==> src/rtl/icepic_fetch.sv <==
// Fetch/PC stage: drives the synchronous program ROM and presents {inst, inst_addr, inst_valid} to execute.
// Resolves GOTO/CALL/RETLW via a 2-entry stack; skips and PCL writes squash the word in flight.
module icepic_fetch #(
    parameter int              PC_W      = 9,
    parameter logic [PC_W-1:0] RESET_VEC = 9'h1FF
) (
    input  logic            clk,
    input  logic            rst,
    output logic [PC_W-1:0] prog_addr,
    output logic            prog_en,
    input  logic [11:0]     prog_data,
    output logic [11:0]     inst,
    output logic [PC_W-1:0] inst_addr,
    output logic            inst_valid,
    input  logic            stall,
    input  logic            skip_req,
    input  logic            pcl_we,
    input  logic [7:0]      pcl_data,
    output logic [1:0]      stack_depth
);

    logic [11:0]     hold;
    logic            use_hold;
    logic [PC_W-1:0] stk_top;
    logic [PC_W-1:0] stk_bot;
    logic            consume;
    logic            is_goto;
    logic            is_call;
    logic            is_retlw;
    logic            redirect;
    logic [PC_W-1:0] target;
    logic [PC_W-1:0] next_addr;

    // The hold register covers the stall window and the reset bubble, when the ROM output is not trusted.
    assign inst     = use_hold ? hold : prog_data;
    assign prog_en  = rst | ~stall;

    assign consume  = inst_valid & ~stall;
    assign is_goto  = (inst[11:9] == 3'b101);
    assign is_call  = (inst[11:8] == 4'h9);
    assign is_retlw = (inst[11:8] == 4'h8);
    assign redirect = consume & (is_goto | is_call | is_retlw | pcl_we);

    always_comb begin
        target = prog_addr + 1'b1;
        if (pcl_we)
            target = PC_W'(pcl_data);
        else if (is_goto)
            target = PC_W'(inst[8:0]);
        else if (is_call)
            target = PC_W'(inst[7:0]);
        else if (is_retlw)
            target = stk_top;
    end

    assign next_addr = redirect ? target : prog_addr + 1'b1;

    always_ff @(posedge clk) begin
        if (rst) begin
            prog_addr   <= RESET_VEC;
            inst_addr   <= '0;
            inst_valid  <= 1'b0;
            hold        <= 12'h000;
            use_hold    <= 1'b1;
            stk_top     <= '0;
            stk_bot     <= '0;
            stack_depth <= 2'd0;
        end else if (stall) begin
            if (!use_hold)
                hold <= prog_data;
            use_hold <= 1'b1;
        end else begin
            use_hold   <= 1'b0;
            prog_addr  <= next_addr;
            inst_addr  <= prog_addr;
            // The word arriving next cycle is squashed after a redirect or a taken skip.
            inst_valid <= ~(redirect | (consume & skip_req));
            if (consume && is_call && !pcl_we) begin
                stk_bot     <= stk_top;
                stk_top     <= inst_addr + 1'b1;
                stack_depth <= (stack_depth == 2'd2) ? 2'd2 : stack_depth + 2'd1;
            end else if (consume && is_retlw && !pcl_we) begin
                stk_top     <= stk_bot;
                stack_depth <= (stack_depth == 2'd0) ? 2'd0 : stack_depth - 2'd1;
            end
        end
    end

endmodule

==> config.mk <==
export PLATFORM = sky130hd
export DESIGN_NAME = icepic_fetch
export DESIGN_NICKNAME = d
export VERILOG_FILES = /design/src/rtl/icepic_fetch.sv
export SDC_FILE = /design/constraint.sdc
export NUM_CORES = 1
export LEC_CHECK = 0
export BUFFER_PORTS_ARGS = -buffer_cell sky130_fd_sc_hd__buf_4
export CORE_ASPECT_RATIO = 1.2
export CORE_MARGIN = 1.5
export CORE_UTILIZATION = 39
export CTS_BUF_LIST = sky130_fd_sc_hd__clkbuf_8
export DETAILED_ROUTE_END_ITERATION = 10
export GPL_TIMING_DRIVEN = 0
export PLACE_DENSITY_LB_ADDON = 0.12
export SLEW_MARGIN = 40
export SYNTH_ARGS = -nofsm -noshare
export SYNTH_HDL_FRONTEND = slang
export SYNTH_SLANG_ARGS = --single-unit
==> constraint.sdc <==
create_clock -name clk -period 2.4 [get_ports clk]
set_input_delay 0.36 -clock clk [delete_from_list [all_inputs] [get_ports clk]]
set_output_delay 0.36 -clock clk [all_outputs]
set_load 0.02 [all_outputs]
==> results.json, run 1 <==
{
  "fin_nets": 413,
  "antenna_cells": 0,
  "p_sw_uw": 609.4,
  "cts_buffer_depth": 2,
  "synth_edf_count": 0,
  "synth_area_per_cell_um2": 8.486,
  "hold_path_class": "in -> reg",
  "synth_compound_area_frac": 0.2288,
  "design_area_um2": 3338,
  "cts.sinks": 52,
  "stdcell_count": 471,
  "clkPwrFrac": 0.271,
  "dieArea_um2": 7407,
  "cts_buffers": 5,
  "io_pins": 59,
  "worstSetupEndpointType": "output pin",
  "layout-drive-gt1-share": 0.2448,
  "final_hold_viol_count": 0,
  "die_x_um": 78.82,
  "h-tree-depth": 2,
  "cts_tree": "built",
  "finalSetupViolCount": 0,
  "path_clk_slew_ps": 100,
  "vdd_ir_drop_max_mv": 0.2597,
  "io_buffers": 58,
  "tns_ps": 0,
  "synth_warnings": 0,
  "num_rows": 33,
  "fin_crit_sh": 0.9448,
  "place_ws_ps": 109.9,
  "combPwrFrac": 0.227,
  "clock_latency_ps": 310,
  "p_sw_frac": 0.3138,
  "design.core.area_um2": 6771,
  "critPathLaunchType": "flop",
  "final_cell_mix": "buf_4, dfxtp_1, nor2_1",
  "synth-async-reset-ratio": 0,
  "worstSetupPathType": "reg -> out",
  "slew_viol_final": 0,
  "synth_top_family_by_area": "compound AO/OA/AOI/OAI gates",
  "drt_pass1_iterations": 4,
  "wire_per_inst_um": 16.23,
  "rsz0062_at_grt": "false",
  "start_util": 0.3973,
  "via_per_inst": 5.499,
  "slew_headroom": 0.5549,
  "period_needed_ps": 2268,
  "worst_slew_pin_slew_ps": 667.6,
  "rr_worst_depth": 6,
  "antenna_left": 0,
  "synth_cell_types": 54,
  "hold_depth": 3,
  "syn_area_um2": 2690,
  "grt_pass1_wl_um": 12090,
  "grt_pass1_vias": 2324,
  "p_int_uw": 1333,
  "root_buffer": "clkbuf_8",
  "grt_max_degree": 16,
  "wirelength_um": 7643,
  "drt_iter0_markers": 101,
  "status": "complete, no violations",
  "synth_fa_ha_area_frac": 0.02326,
  "arrival_ps": 1910,
  "hpwl_um": 5655,
  "grt_overflow": 0,
  "die_h_um": 93.98,
  "vias": 2590,
  "yosys.area_share.simple": 0.1986,
  "yosys.area_share.xor_xnor": 0.02605,
  "antenna_found_initial": 0,
  "layout_setup_ws_ps": 132.4,
  "n_fill_cell": 670,
  "syn_nets": 347,
  "max_freq_mhz": 441.0,
  "maxCapViolations": 0,
  "track_usage": 0.2140,
  "muxShareOfSynthArea": 0.09488,
  "yosysSeqAreaShare": 0.3870,
  "final_common_cell": "buf_4",
  "drcViolationCount": 0,
  "synth-seq-cells": 52,
  "powerDensity_nw_per_um2": 581.8,
  "areaGrowthSynthToFinish_pct": 24.09,
  "r2r_setup_slack_ps": 270,
  "sequentialPowerShare": 0.502,
  "ys.flop_type": "dfxtp_1",
  "dpl_cell_area_um2": 3234,
  "dp_cells": 462,
  "worstPathRequired_ps": 2040,
  "p_leak_uw": 0.001335,
  "finalWeightedCongestion": 0.8301,
  "synthCells": 317,
  "cp_max_fo": 10,
  "fin_skew_ps": 8.855
}
==> cells in the mapped netlist (all sizes together), types with 2 or more instances <==
master | instances | share of area
a311oi | 4 | 0.013
a22oi | 2 | 0.0056
nand2 | 31 | 0.043
o22ai | 3 | 0.0070
or4b | 2 | 0.0074
dfxtp | 52 | 0.39
mux2i | 13 | 0.053
nand2b | 3 | 0.0070
buf | 7 | 0.013
ha | 5 | 0.023
nand4 | 3 | 0.0070
a221o | 3 | 0.011
o211ai | 2 | 0.0056
a211o | 2 | 0.0065
a31o | 4 | 0.013
xnor2 | 4 | 0.013
a211oi | 4 | 0.016
a31oi | 3 | 0.0070
a21oi | 22 | 0.042
and3 | 2 | 0.0047
nand3b | 2 | 0.0056
a2111oi | 2 | 0.011
nor2 | 41 | 0.057
a21o | 2 | 0.0056
a22o | 11 | 0.036
nand3 | 20 | 0.037
mux2 | 10 | 0.042
o21ai | 15 | 0.028
nor3 | 6 | 0.011
clkbuf | 9 | 0.013
xor2 | 4 | 0.013
inv | 10 | 0.014
==> layer usage <==
metal  vias to the layer above  wire length, um  GRT usage
li1                       1288                -          -
met1                      1212             3375     0.2826
met2                        78             3696     0.3506
met3                        12              403    0.03107
met4                         0              167    0.08333
met5                         -                0          0
==> layout make-up <==
cell class | count | area, um^2 | share of cell area
multi-input cells | 238 | 1538 | 0.4606
flip-flops and latches | 52 | 1041 | 0.3118
repair buffers | 59 | 442.9 | 0.1327
well taps | 87 | 108.9 | 0.03261
clock buffers | 6 | 82.58 | 0.02474
plain buffers | 16 | 72.57 | 0.02174
inverters | 11 | 42.54 | 0.01274
clock inverters | 2 | 10.01 | 0.002999
==> through the flow <==
stage	power, uW	hold slack, ps	util
final	1942	338.7	0.4930
after global routing	2043	334.8	0.4930
after CTS	1961	336.4	0.4926
after detailed placement	1432	448.3	0.4776
after global placement	1429	440.4	0.4776
after floorplan	1247	424.8	-
==> critical path, stage by stage (launching register included) <==
cell	delay, ps
dfxtp_1	370
clkbuf_4	240
mux2i_4	290
clkinv_2	170
clkbuf_1	280
buf_4	240
==> state kept, by name, indices dropped and copies added, names as in the netlist <==
name         count
inst_valid       1
inst_addr        9
hold            12
stk_top          9
stack_depth      2
prog_addr        9
stk_bot          9
use_hold         1
==> kinds of logic after synthesis <==
kind of cell | Yosys count
simple gates | 116
compound gates | 86
flops | 52
buf+inv | 27
mux | 23
xor+xnor | 8
fa+ha+maj | 5
==> path summary, 6_finish.rpt <==
kind                                 from                      end
setup / recovery      use_hold$_SDFF_PP1_                  inst[8]
hold / removal                   skip_req  inst_valid$_SDFFE_PP0N_
setup reg to reg      use_hold$_SDFF_PP1_  stk_bot[2]$_SDFFE_PP0P_
hold reg to reg   stk_bot[8]$_SDFFE_PP0P_  stk_bot[8]$_SDFFE_PP0P_
==> power groups by stage <==
stage / registers, uW / logic, uW / clock network, uW
after floorplan: 1010 / 232 / 0
after global placement: 993 / 436 / 0
after detailed placement: 993 / 438 / 0
after CTS: 974 / 442 / 545
after global routing: 984 / 478 / 581
final: 975 / 441 / 527
==> timing repair <==
| action | CTS | global route |
|---|---|---|
| endpoints found under the setup margin | 1 | 1 |
| setup buffers | 1 | 0 |
| hold buffers | 0 | 0 |
| hold endpoints to repair | 0 | 0 |
| gates resized for setup | 1 | 1 |
Note: power is estimated with default switching activity, not from simulation.
==> run 2, diff against run 1 <==
--- a/config.mk
+++ b/config.mk
@@ -6,9 +6,11 @@
 export NUM_CORES = 1
 export LEC_CHECK = 0
 export BUFFER_PORTS_ARGS = -buffer_cell sky130_fd_sc_hd__buf_4
+export CELL_PAD_IN_SITES_DETAIL_PLACEMENT = 0
+export CELL_PAD_IN_SITES_GLOBAL_PLACEMENT = 2
 export CORE_ASPECT_RATIO = 1.2
 export CORE_MARGIN = 1.5
-export CORE_UTILIZATION = 39
+export CORE_UTILIZATION = 33
 export CTS_BUF_LIST = sky130_fd_sc_hd__clkbuf_8
 export DETAILED_ROUTE_END_ITERATION = 10
 export GPL_TIMING_DRIVEN = 0
==> constraint.sdc (replaced) <==
create_clock -name clk -period 2.5 [get_ports clk]
set_input_delay 0.375 -clock clk [delete_from_list [all_inputs] [get_ports clk]]
set_output_delay 0.375 -clock clk [all_outputs]
set_load 0.02 [all_outputs]
==> results.json, run 2 (synthesis gave the netlist of run 1 again) <==
{
  "period_needed_ps": 2324,
  "rr_worst_depth": 6,
  "hpwl_um": 6077,
  "powerDensity_nw_per_um2": 592.8,
  "via_per_inst": 5.359,
  "maxCapViolations": 0,
  "fin_skew_ps": 4.255,
  "antenna_cells": 0,
  "grt_overflow": 0,
  "fin_nets": 413,
  "worst_slew_pin_slew_ps": 696.3,
  "fin_crit_sh": 0.9297,
  "areaGrowthSynthToFinish_pct": 25.49,
  "io_buffers": 58,
  "grt_pass1_vias": 2321,
  "io_pins": 59,
  "h-tree-depth": 2,
  "vias": 2551,
  "antenna_left": 0,
  "worstSetupEndpointType": "output pin",
  "cts.sinks": 52,
  "worstPathRequired_ps": 2120,
  "critPathLaunchType": "flop",
  "layout_setup_ws_ps": 175.7,
  "tns_ps": 0,
  "place_ws_ps": 178.1,
  "root_buffer": "clkbuf_8",
  "track_usage": 0.1873,
  "grt_max_degree": 16,
  "wirelength_um": 8067,
  "final_common_cell": "buf_4",
  "min_to": "inst_valid$_SDFFE_PP0N_",
  "num_rows": 35,
  "wire_per_inst_um": 16.95,
  "vdd_ir_drop_max_mv": 0.2032,
  "layout-drive-gt1-share": 0.2448,
  "r2r_setup_slack_ps": 300,
  "final_cell_mix": "buf_4, dfxtp_1, nor2_1",
  "dieArea_um2": 8705,
  "slew_headroom": 0.5358,
  "design.core.area_um2": 7795,
  "finalSetupViolCount": 0,
  "cts_buffer_depth": 2,
  "hold_path_class": "in -> reg",
  "rr_endpoint": "stk_bot[2]$_SDFFE_PP0P_",
  "die_h_um": 101.9,
  "rsz0062_at_grt": "false",
  "clock_latency_ps": 300,
  "path_clk_slew_ps": 100,
  "cts_buffers": 5,
  "violations": "DRC",
  "drt_iter0_markers": 138,
  "arrival_ps": 1950,
  "r2r-start": "use_hold$_SDFF_PP1_",
  "final_hold_viol_count": 0,
  "status": "finished, violations left",
  "finalWeightedCongestion": 0.8125,
  "max_freq_mhz": 430.2,
  "slew_viol_final": 0,
  "cp_max_fo": 10,
  "largest_register_ffs": 12,
  "worstSetupPathType": "reg -> out",
  "start_util": 0.3451,
  "drcViolationCount": 6,
  "grt_pass1_wl_um": 12720,
  "hold_depth": 3,
  "p_leak_uw": 0.001347,
  "drt_pass1_iterations": 8,
  "hold_start": "skip_req",
  "die_x_um": 85.42,
  "antenna_found_initial": 0,
  "cts_tree": "built",
  "top_register": "hold"
}
## run 2: critical path: stages (launching register included)
cell      delay [ps]
dfxtp_1          390
buf_2            270
mux2i_4          320
clkinv_2         160
clkbuf_1         270
buf_4            230
## run 2: cell type report
type	count	area, um^2
fill	818	4419
multi-input combinational	238	1538
sequential	52	1041
timing repair buffer	59	442.9
tap	92	115.1
clock buffer	7	96.34
buffer	16	70.07
inverter	11	42.54
clock inverter	1	30.03
## run 2: how the worst max path moves through the flow
stage	startpoint	end	slack [ps]	cells after the start
2_1_floorplan	prog_data[10]	stk_top[0]$_SDFFE_PP0P_	600	6
3_3_place_gp	stall	inst_addr[6]$_SDFFE_PP0N_	150	6
3_5_place_dp	prog_data[10]	stk_bot[8]$_SDFFE_PP0P_	180	7
4_1_cts	use_hold$_SDFF_PP1_	inst[8]	160	5
5_1_grt	use_hold$_SDFF_PP1_	inst[8]	20	5
6_report	use_hold$_SDFF_PP1_	inst[8]	180	5
## run 2: power breakdown
group	internal [uW]	switching [uW]	total, uW
clock network	354	287	641
registers	870	65.2	935
logic	187	238	425
total	1410	590	2000
## run 2: timing repair
action	in CTS	in global routing
gates resized for setup	1	0
hold buffers	0	0
setup buffers	1	0
hold endpoints to repair	0	0
setup endpoints to repair	1	0
## run 2: metrics by stage
| step | instance area, um^2 | cells | hold WS [ps] | total power (uW) | utilization |
|---|---|---|---|---|---|
| after global placement | 3241 | 467 | 437.6 | 1381 | 0.4157 |
| final | 3376 | 476 | 365.4 | 2001 | 0.4331 |
| after CTS | 3376 | 476 | 360.9 | 2025 | 0.4331 |
| after global routing | 3376 | 476 | 366.1 | 2105 | 0.4331 |
| after floorplan | 2690 | 317 | 424.8 | 1197 | - |
| after detailed placement | 3241 | 467 | 447.0 | 1380 | 0.4157 |
## run 2: layer usage
layer | GRT usage | routed length, um | up-vias
met1 | 0.2706 | 3854 | 1204
met4 | 0.03350 | 44 | 0
met2 | 0.3016 | 3800 | 60
met3 | 0.02585 | 369 | 4
li1 | - | - | 1283
met5 | 0 | 0 | -
